==> config.mk <==
export PLATFORM = sky130hd
export DESIGN_NAME = lsu_ctrl
export DESIGN_NICKNAME = d
export VERILOG_FILES = /design/src/rtl/lsu_ctrl.sv
export SDC_FILE = /design/constraint.sdc
export NUM_CORES = 1
export LEC_CHECK = 0
export ABC_AREA = 1
export CAP_MARGIN = 30
export CORE_MARGIN = 2
export CORE_UTILIZATION = 42
export CTS_CLUSTER_SIZE = 28
export DETAILED_ROUTE_END_ITERATION = 6
export DONT_BUFFER_PORTS = 1
export GPL_ROUTABILITY_DRIVEN = 0
export MAX_ROUTING_LAYER = met4
export PLACE_DENSITY = 0.64
export REMOVE_ABC_BUFFERS = 1
export SLEW_MARGIN = 0
export SYNTH_ARGS = -nofsm -noshare
export SYNTH_HDL_FRONTEND = slang
export SYNTH_SLANG_ARGS = --single-unit
==> constraint.sdc <==
create_clock -name i_clk -period 4.5 [get_ports i_clk]
set_input_delay 0.9 -clock i_clk [delete_from_list [all_inputs] [get_ports i_clk]]
set_output_delay 0.9 -clock i_clk [all_outputs]
set_load 0.05 [all_outputs]
==> src/rtl/lsu_ctrl.sv <==
// Load/store sequencer between the RV32I MEM stage and a ready/ack data-memory port.
// Optional feature macro: LSU_MISALIGN_TRAP_EN (trap misaligned half/word accesses without touching the bus).
module lsu_ctrl #(
    parameter int ADDR_W      = 32,
    parameter int TIMEOUT_CYC = 64
) (
    input  logic              i_clk,
    input  logic              i_rst_n,
    input  logic              i_memread,
    input  logic              i_memwrite,
    input  logic [2:0]        i_f3,
    input  logic [ADDR_W-1:0] i_addr,
    input  logic [31:0]       i_wdata,
    output logic              o_stall,
    output logic              o_rvalid,
    output logic [31:0]       o_rdata,
    output logic              o_err,
    output logic              o_misalign,
    output logic              o_req,
    output logic              o_we,
    output logic [ADDR_W-1:0] o_addr,
    output logic [3:0]        o_be,
    output logic [31:0]       o_wdata,
    input  logic              i_ack,
    input  logic              i_berr,
    input  logic [31:0]       i_rdata
);

    localparam int CNT_W = $clog2(TIMEOUT_CYC + 1);
    localparam logic [CNT_W-1:0] CNT_LAST = CNT_W'(TIMEOUT_CYC - 1);

    localparam logic [1:0] SZ_BYTE = 2'd0;
    localparam logic [1:0] SZ_HALF = 2'd1;
    localparam logic [1:0] SZ_WORD = 2'd2;

    typedef enum logic [1:0] {IDLE, BUSY, DONE} state_t;

    state_t            state_q, state_d;
    logic [CNT_W-1:0]  cnt_q;
    logic [2:0]        f3_p0;
    logic [ADDR_W-1:0] addr_p0;
    logic [31:0]       wdata_p0;
    logic              we_p0;
    logic [31:0]       rdata_p1;
    logic              rvalid_p1, err_p1, mis_p1;
    logic              access, trap_now, take_trap, done_ok, done_err, busy;
    logic [1:0]        size_p0;

    // Unused funct3 encodings fall through to word.
    function automatic logic [1:0] size_of(input logic [2:0] f3);
        case (f3)
            3'b000, 3'b100: size_of = SZ_BYTE;
            3'b001, 3'b101: size_of = SZ_HALF;
            default:        size_of = SZ_WORD;
        endcase
    endfunction

    function automatic logic misaligned(input logic [1:0] size, input logic [1:0] lo);
        case (size)
            SZ_HALF: misaligned = lo[0];
            SZ_WORD: misaligned = |lo;
            default: misaligned = 1'b0;
        endcase
    endfunction

    function automatic logic [3:0] byte_en(input logic [1:0] size, input logic [1:0] lo);
        case (size)
            SZ_BYTE: byte_en = 4'b0001 << lo;
            SZ_HALF: byte_en = lo[1] ? 4'b1100 : 4'b0011;
            default: byte_en = 4'b1111;
        endcase
    endfunction

    function automatic logic [31:0] lane_wdata(input logic [1:0] size, input logic [31:0] wd);
        case (size)
            SZ_BYTE: lane_wdata = {4{wd[7:0]}};
            SZ_HALF: lane_wdata = {2{wd[15:0]}};
            default: lane_wdata = wd;
        endcase
    endfunction

    // Lane select uses the aligned-down offset so untrapped misaligned halves read their own half.
    function automatic logic [31:0] load_extract(input logic [2:0] f3, input logic [1:0] lo,
                                                 input logic [31:0] word);
        logic [31:0] sh;
        logic        sgn;
        sgn = ~f3[2];
        case (size_of(f3))
            SZ_BYTE: begin
                sh = word >> {lo, 3'b000};
                load_extract = {{24{sgn & sh[7]}}, sh[7:0]};
            end
            SZ_HALF: begin
                sh = word >> {lo[1], 4'b0000};
                load_extract = {{16{sgn & sh[15]}}, sh[15:0]};
            end
            default: load_extract = word;
        endcase
    endfunction

    assign access  = i_memread | i_memwrite;
    assign busy    = (state_q == BUSY);
    assign size_p0 = size_of(f3_p0);

`ifdef LSU_MISALIGN_TRAP_EN
    assign trap_now = misaligned(size_of(i_f3), i_addr[1:0]);
`else
    assign trap_now = 1'b0;
`endif

    always_comb begin
        state_d   = state_q;
        take_trap = 1'b0;
        done_ok   = 1'b0;
        done_err  = 1'b0;
        case (state_q)
            IDLE: begin
                if (access) begin
                    if (trap_now) begin
                        state_d   = DONE;
                        take_trap = 1'b1;
                    end else begin
                        state_d = BUSY;
                    end
                end
            end
            BUSY: begin
                if (i_ack) begin
                    state_d  = DONE;
                    done_err = i_berr;
                    done_ok  = ~i_berr;
                end else if (cnt_q == CNT_LAST) begin
                    state_d  = DONE;
                    done_err = 1'b1;
                end
            end
            default: state_d = IDLE;
        endcase
    end

    // Stage p0: request capture in IDLE; data only, no reset needed.
    always_ff @(posedge i_clk) begin
        if (state_q == IDLE && access) begin
            f3_p0    <= i_f3;
            addr_p0  <= i_addr;
            wdata_p0 <= i_wdata;
            we_p0    <= i_memwrite;
        end
    end

    // Stage p1: completion status and extracted load data, visible during DONE.
    always_ff @(posedge i_clk or negedge i_rst_n) begin
        if (!i_rst_n) begin
            state_q   <= IDLE;
            cnt_q     <= '0;
            rvalid_p1 <= 1'b0;
            err_p1    <= 1'b0;
            mis_p1    <= 1'b0;
            rdata_p1  <= '0;
        end else begin
            state_q   <= state_d;
            cnt_q     <= busy ? cnt_q + 1'b1 : '0;
            rvalid_p1 <= done_ok & ~we_p0;
            err_p1    <= done_err;
            mis_p1    <= take_trap;
            if (done_err || take_trap) begin
                rdata_p1 <= '0;
            end else if (done_ok && !we_p0) begin
                rdata_p1 <= load_extract(f3_p0, addr_p0[1:0], i_rdata);
            end
        end
    end

    // Reset gating keeps the pipeline from stalling while the LSU is held in reset.
    assign o_stall    = i_rst_n & (((state_q == IDLE) & access) | busy);
    assign o_rvalid   = rvalid_p1;
    assign o_err      = err_p1;
    assign o_misalign = mis_p1;
    assign o_rdata    = rdata_p1;
    assign o_req      = busy;
    assign o_we       = busy & we_p0;
    assign o_addr     = busy ? {addr_p0[ADDR_W-1:2], 2'b00} : '0;
    assign o_be       = busy ? byte_en(size_p0, addr_p0[1:0]) : 4'b0000;
    assign o_wdata    = (busy && we_p0) ? lane_wdata(size_p0, wdata_p0) : '0;

endmodule

==> impl_metrics.tcl, run 1 <==
set metrics [dict create \
    wl_per_cell_um 16.62 \
    die_area_mm2 0.01341 \
    drive_gt1_share_pct 12.36 \
    numCtsBuffers 9 \
    via_per_inst 5.144 \
    crit_chain "nand2_2 -> nor2_4 -> buf_4 -> clkinv_1 -> nor3_1 -> buf_4" \
    hold_class "primary input to asynchronous set/reset pin" \
    cpPeakStageDelay_ps 460 \
    synth_area_per_cell_um2 8.870 \
    root_buffer "clkbuf_16" \
    area_growth_pct 13.44 \
    cts.htree.levels 3 \
    cp.required_ps 3600 \
    worstPathMaxFanout 40 \
    via_count 4079 \
    rsz0062_at_grt "false" \
    slew_violations 0 \
    mostFrequentLayoutCell "nand2_1" \
    place_area_mm2 0.005653 \
    post_cts_resized 0 \
    ant_nets 0 \
    placement_rows 40 \
    netlist_area_mm2 0.005251 \
    ys_types 28 \
    grt_pass1_vias 3809 \
    worst_slew_pin_slew_ps 971.0 \
    r2r_cells 7 \
    fin_crit_sh_pct 81.23 \
    cts_hold_buf 0 \
    insertion_delay_ps 370 \
    clkSinkCount 111 \
    leakage_uw 0.002797 \
    period_minus_slack_ps 3655 \
    most-common-layout-cells "144 x nand2_1, 87 x nor2_1, 68 x edfxtp_1" \
    grt_pass1_wl_um 19540 \
    wl_um 13180 \
    fmax_ghz 0.2736 \
    clock_path_buffers 2 \
    power_density_mw_per_mm2 775.6 \
    synth_cells 592 \
    multi_input_area_mm2 0.001728 \
    drc 0 \
    startpoint_type "flop" \
    fin_nets 724 \
    pin_count 211 \
    fin_worst_skew_ps 6.929 \
    drt_iter0_drc 260 \
    fp.dieH_um 115.8 \
    finalSetupViolations 0 \
    gr-usage-all-layers_pct 19.93 \
    hold_viol_final 0 \
    yosysSeqAreaShare_pct 59.38 \
    max_cap_viol_count 0 \
    numPortBuffers 0 \
    grt_max_degree 56 \
    cts_tree "built" \
    grt_overflow_total 0 \
    seq_area_mm2 0.003118 \
    crit_type "flop to output port" \
    cts_setup_buffers 0 \
    crit_top_cell "buf_4" \
    final_area_mm2 0.005957 \
    drt_pass1_iterations 5 \
    finalSetupTns_ps 0 \
    clk_pin_slew_ps 80 \
    antenna_found_initial 1 \
    start_util_pct 43.36 \
    run_status "finished, final reports clean" \
    placeableCoreArea_mm2 0.01211 \
    die_w_um 115.8 \
    n_fill_cell 1177 \
    yosys_warnings 0 \
    vdd_drop_max_mv 0.4421 \
    slew_headroom_pct 35.03 \
    cp-end-kind "output port" \
    cp_data_arrival_time_ps 2760 \
    synth_seq_cells 111 \
    crit_slowest_cell "clkinv_1" \
    dp.final_hpwl_um 9611 \
]
-- power by group --
group / switching [uW] / internal, uW / total, uW
Clock: 408 / 395 / 802
Combinational: 1390 / 372 / 1760
Sequential: 621 / 1430 / 2060
-- cell usage after synthesis --
library cell,number,area (um2)
nor4_1,1,6.260
buf_6,2,22.52
inv_2,5,18.77
o22ai_1,9,56.30
edfxtp_1,68,2042
conb_1,1,3.750
nand3_4,2,35.03
a21boi_0,1,7.510
clkbuf_1,6,22.52
inv_1,65,244.0
nand3_1,48,240.2
nand2_2,3,18.77
nand2_1,144,540.5
clkinv_1,1,3.750
buf_1,3,11.26
dfrtp_1,43,1076
a21oi_1,38,190.2
nand4_1,2,12.51
o21ai_0,24,120.1
nor3_1,5,25.02
buf_2,16,80.08
ha_1,1,12.51
o211ai_1,7,52.55
nor2_1,88,330.3
buf_4,3,22.52
nor2_2,2,12.51
nand3_2,1,10.01
nor2_4,3,33.78
-- metrics by stage --
step	total power, uW	instances	hold WS (ps)	util (%)	worst slack [ps]
2_1_floorplan	3414	564	433.1	-	132.1
3_3_place_gp	3805	773	446.9	46.49	1345
3_5_place_dp	3849	775	459.2	46.67	1221
4_1_cts	4649	791	209.3	49.14	798.7
5_1_grt	4846	792	206.9	49.16	624.3
6_report	4621	793	224.5	49.18	844.8
-- worst max-delay path, delay by kind of cell (launching register included) --
family	cells	cell delay [ps]
simple gates	3	980
buf+inv	3	980
flops	1	430
-- metal layers --
metal | GRT usage, % | wire (um) | up-vias
li1 | - | - | 1972
met1 | 24.60 | 5320 | 1872
met2 | 31.27 | 6354 | 216
met3 | 5.021 | 1265 | 19
met4 | 8.492 | 242 | 0
met5 | - | 0 | -
-- final cells by class --
cell class | count | share of cell area (%)
timing repair buffer | 43 | 5.545
antenna | 2 | 0.08402
tap | 168 | 3.529
multi-input combinational | 382 | 29.01
clock buffer | 9 | 3.781
inverter | 71 | 4.474
clock inverter | 7 | 1.239
sequential | 111 | 52.34
-- worst paths after layout --
| kind | startpoint | end | slack, ps |
|---|---|---|---|
| min in group i_clk | cnt_q[0] | cnt_q[0] | 470 |
| max in group asynchronous | i_rst_n | o_rdata[16] | 4180 |
| worst max register to register | state_q[0] | o_rdata[5] | 1730 |
| worst max-delay path | state_q[0] | o_wdata[31] | 840 |
| worst min register to register | cnt_q[0] | cnt_q[0] | 470 |
| worst min-delay path | i_rst_n | o_rdata[23] | 220 |
-- sequential cells by signal, summed over array words and instances, names as in the netlist --
name / cells
addr_p0: 32
state_q: 2
cnt_q: 7
we_p0: 1
o_rvalid: 1
o_err: 1
o_rdata: 32
wdata_p0: 32
f3_p0: 3
-- cell families (layout without fill, tap and decap cells) --
family,after synthesis,in the layout,synth area share (%)
compound gates,79,79,8.125
buf+inv,101,130,8.101
fa+ha+maj,1,1,0.2382
other cells,1,5,0.07141
flops,111,111,59.38
simple gates,299,299,24.09
(Power assumes the default switching activity.)
==> run 2, diff against run 1 <==
==> constraint.sdc (replaced) <==
create_clock -name i_clk -period 3.7 [get_ports i_clk]
set_input_delay 0.74 -clock i_clk [delete_from_list [all_inputs] [get_ports i_clk]]
set_output_delay 0.74 -clock i_clk [all_outputs]
set_load 0.05 [all_outputs]
==> impl_metrics.tcl, run 2 (same netlist as run 1, synthesis figures left out) <==
set metrics [dict create \
    dp.final_hpwl_um 9568 \
    fin_crit_sh_pct 83.16 \
    period_minus_slack_ps 3077 \
    critPathLaunch "state_q[0]" \
    crit_type "flop to output port" \
    place_area_mm2 0.005695 \
    power_density_mw_per_mm2 937.5 \
    path_buf_inv 3 \
    grt_pass1_wl_um 20030 \
    n_fill_cell 1132 \
    crit_chain "nand2_2 -> buf_4 -> nor2_4 -> clkinv_1 -> a21oi_1 -> buf_4" \
    cp.required_ps 2960 \
    final_area_mm2 0.005978 \
    net-switching-power_uw 2912 \
    root_buffer "clkbuf_16" \
    via_count 4036 \
    clkSinkCount 111 \
    fin_util_pct 49.36 \
    clock_path_buffers 2 \
    placeableCoreArea_mm2 0.01211 \
    grt_overflow_total 0 \
    vdd_drop_max_mv 0.5004 \
    numPortBuffers 0 \
    hold_viol_final 0 \
    combPwrFrac_pct 39.4 \
    worstSetupEndpoint "o_wdata[20]" \
    critPathTopFamily "buffers and inverters" \
    finalSetupViolations 0 \
    fmax_ghz 0.3250 \
    max_cap_viol_count 0 \
    gr-usage-all-layers_pct 20.36 \
    wl_um 13200 \
    p_clk_share_pct 16.5 \
    worstPathMaxFanout 34 \
    cp_data_arrival_time_ps 2340 \
    placement_rows 40 \
    internal_power_uw 2692 \
    most-common-layout-cells "144 x nand2_1, 87 x nor2_1, 68 x edfxtp_1" \
    antenna_found_initial 1 \
    startpoint_type "flop" \
    leakage_uw 0.002811 \
    start_util_pct 43.36 \
    r2r_end "o_rdata[23]" \
    cp-end-kind "output port" \
    wl_per_cell_um 16.58 \
    die_area_mm2 0.01341 \
    cts_tree "built" \
    hold_class "primary input to asynchronous set/reset pin" \
    crit_top_cell "buf_4" \
    worst_slew_pin_slew_ps 928.9 \
    area_growth_pct 13.84 \
    numCtsBuffers 9 \
    drt_pass1_iterations 4 \
    cts_setup_buffers 0 \
    pin_count 211 \
    die_w_um 115.8 \
    r2r_cells 7 \
    grt_pass1_vias 3881 \
    via_per_inst 5.070 \
    mostFrequentLayoutCell "nand2_1" \
    dpl_worst_slack_ps 996.1 \
    cts_hold_buf 0 \
    seq_power_share_pct 44.1 \
    ff2ff_setup_slack_ps 1240 \
    drc 0 \
    fin_worst_skew_ps 6.153 \
    fp.dieH_um 115.8 \
    drt_iter0_drc 280 \
    grt_max_degree 52 \
    p_sw_share_pct 51.96 \
    cts.htree.levels 3 \
    slew_violations 0 \
    rsz0062_at_grt "false" \
    fin_ws_ps 623.0 \
    crit_slowest_cell "clkinv_1" \
    insertion_delay_ps 350 \
    clk_pin_slew_ps 70 \
    path_depth 6 \
    slew_headroom_pct 37.84 \
    post_cts_resized 0 \
    cpPeakStageDelay_ps 440 \
    finalSetupTns_ps 0 \
    fin_nets 728 \
    run_status "finished, final reports clean" \
    r2r-start "state_q[0]" \
    ant_nets 0 \
    drive_gt1_share_pct 12.92 \
]
==> run 2: how the worst min path moves through the flow <==
| stage | start | endpoint | slack [ps] | cells after the start |
|---|---|---|---|---|
| finish | i_rst_n | state_q[1] | 70 | 0 |
| global route | i_rst_n | state_q[1] | 50 | 0 |
| CTS | i_rst_n | state_q[1] | 60 | 0 |
| detailed placement | i_rst_n | o_rdata[29] | 450 | 0 |
| global placement | i_rst_n | o_err | 450 | 0 |
| floorplan | cnt_q[0] | cnt_q[0] | 430 | 1 |
==> run 2: metal layers <==
metal	wire, um	part of all wire (%)	global-route usage (%)	vias up
met5	0	0	-	-
met4	193	1.5	6.984	0
li1	-	-	-	1980
met2	6112	46	31.58	198
met3	1402	11	6.851	16
met1	5492	42	25.06	1842
==> run 2: per-stage QoR <==
step	total power (uW)	hold WS (ps)	cells
floorplan	4153	433.1	564
global placement	4679	445.6	778
detailed placement	4720	445.6	779
CTS	5646	58.06	795
global route	5898	49.58	796
finish	5605	73.61	796
==> run 2: area by class of cell <==
type	instances	area (um2)	share of cell area [%]
Tap cell	168	210.2	3.516
Clock inverter	7	55.05	0.9209
Clock buffer	9	225.2	3.767
Antenna cell	1	2.502	0.04186
Timing Repair Buffer	47	372.9	6.237
Multi-Input combinational cell	382	1728	28.90
Sequential cell	111	3118	52.16
Inverter	71	266.5	4.458
==> run 2: power groups by stage <==
| stage | logic (uW) | registers [uW] | clock network, uW |
|---|---|---|---|
| after floorplan | 1670 | 2480 | 0 |
| after global placement | 2190 | 2490 | 0 |
| after detailed placement | 2210 | 2510 | 0 |
| after CTS | 2230 | 2480 | 944 |
| after global routing | 2380 | 2520 | 999 |
| final | 2210 | 2470 | 922 |
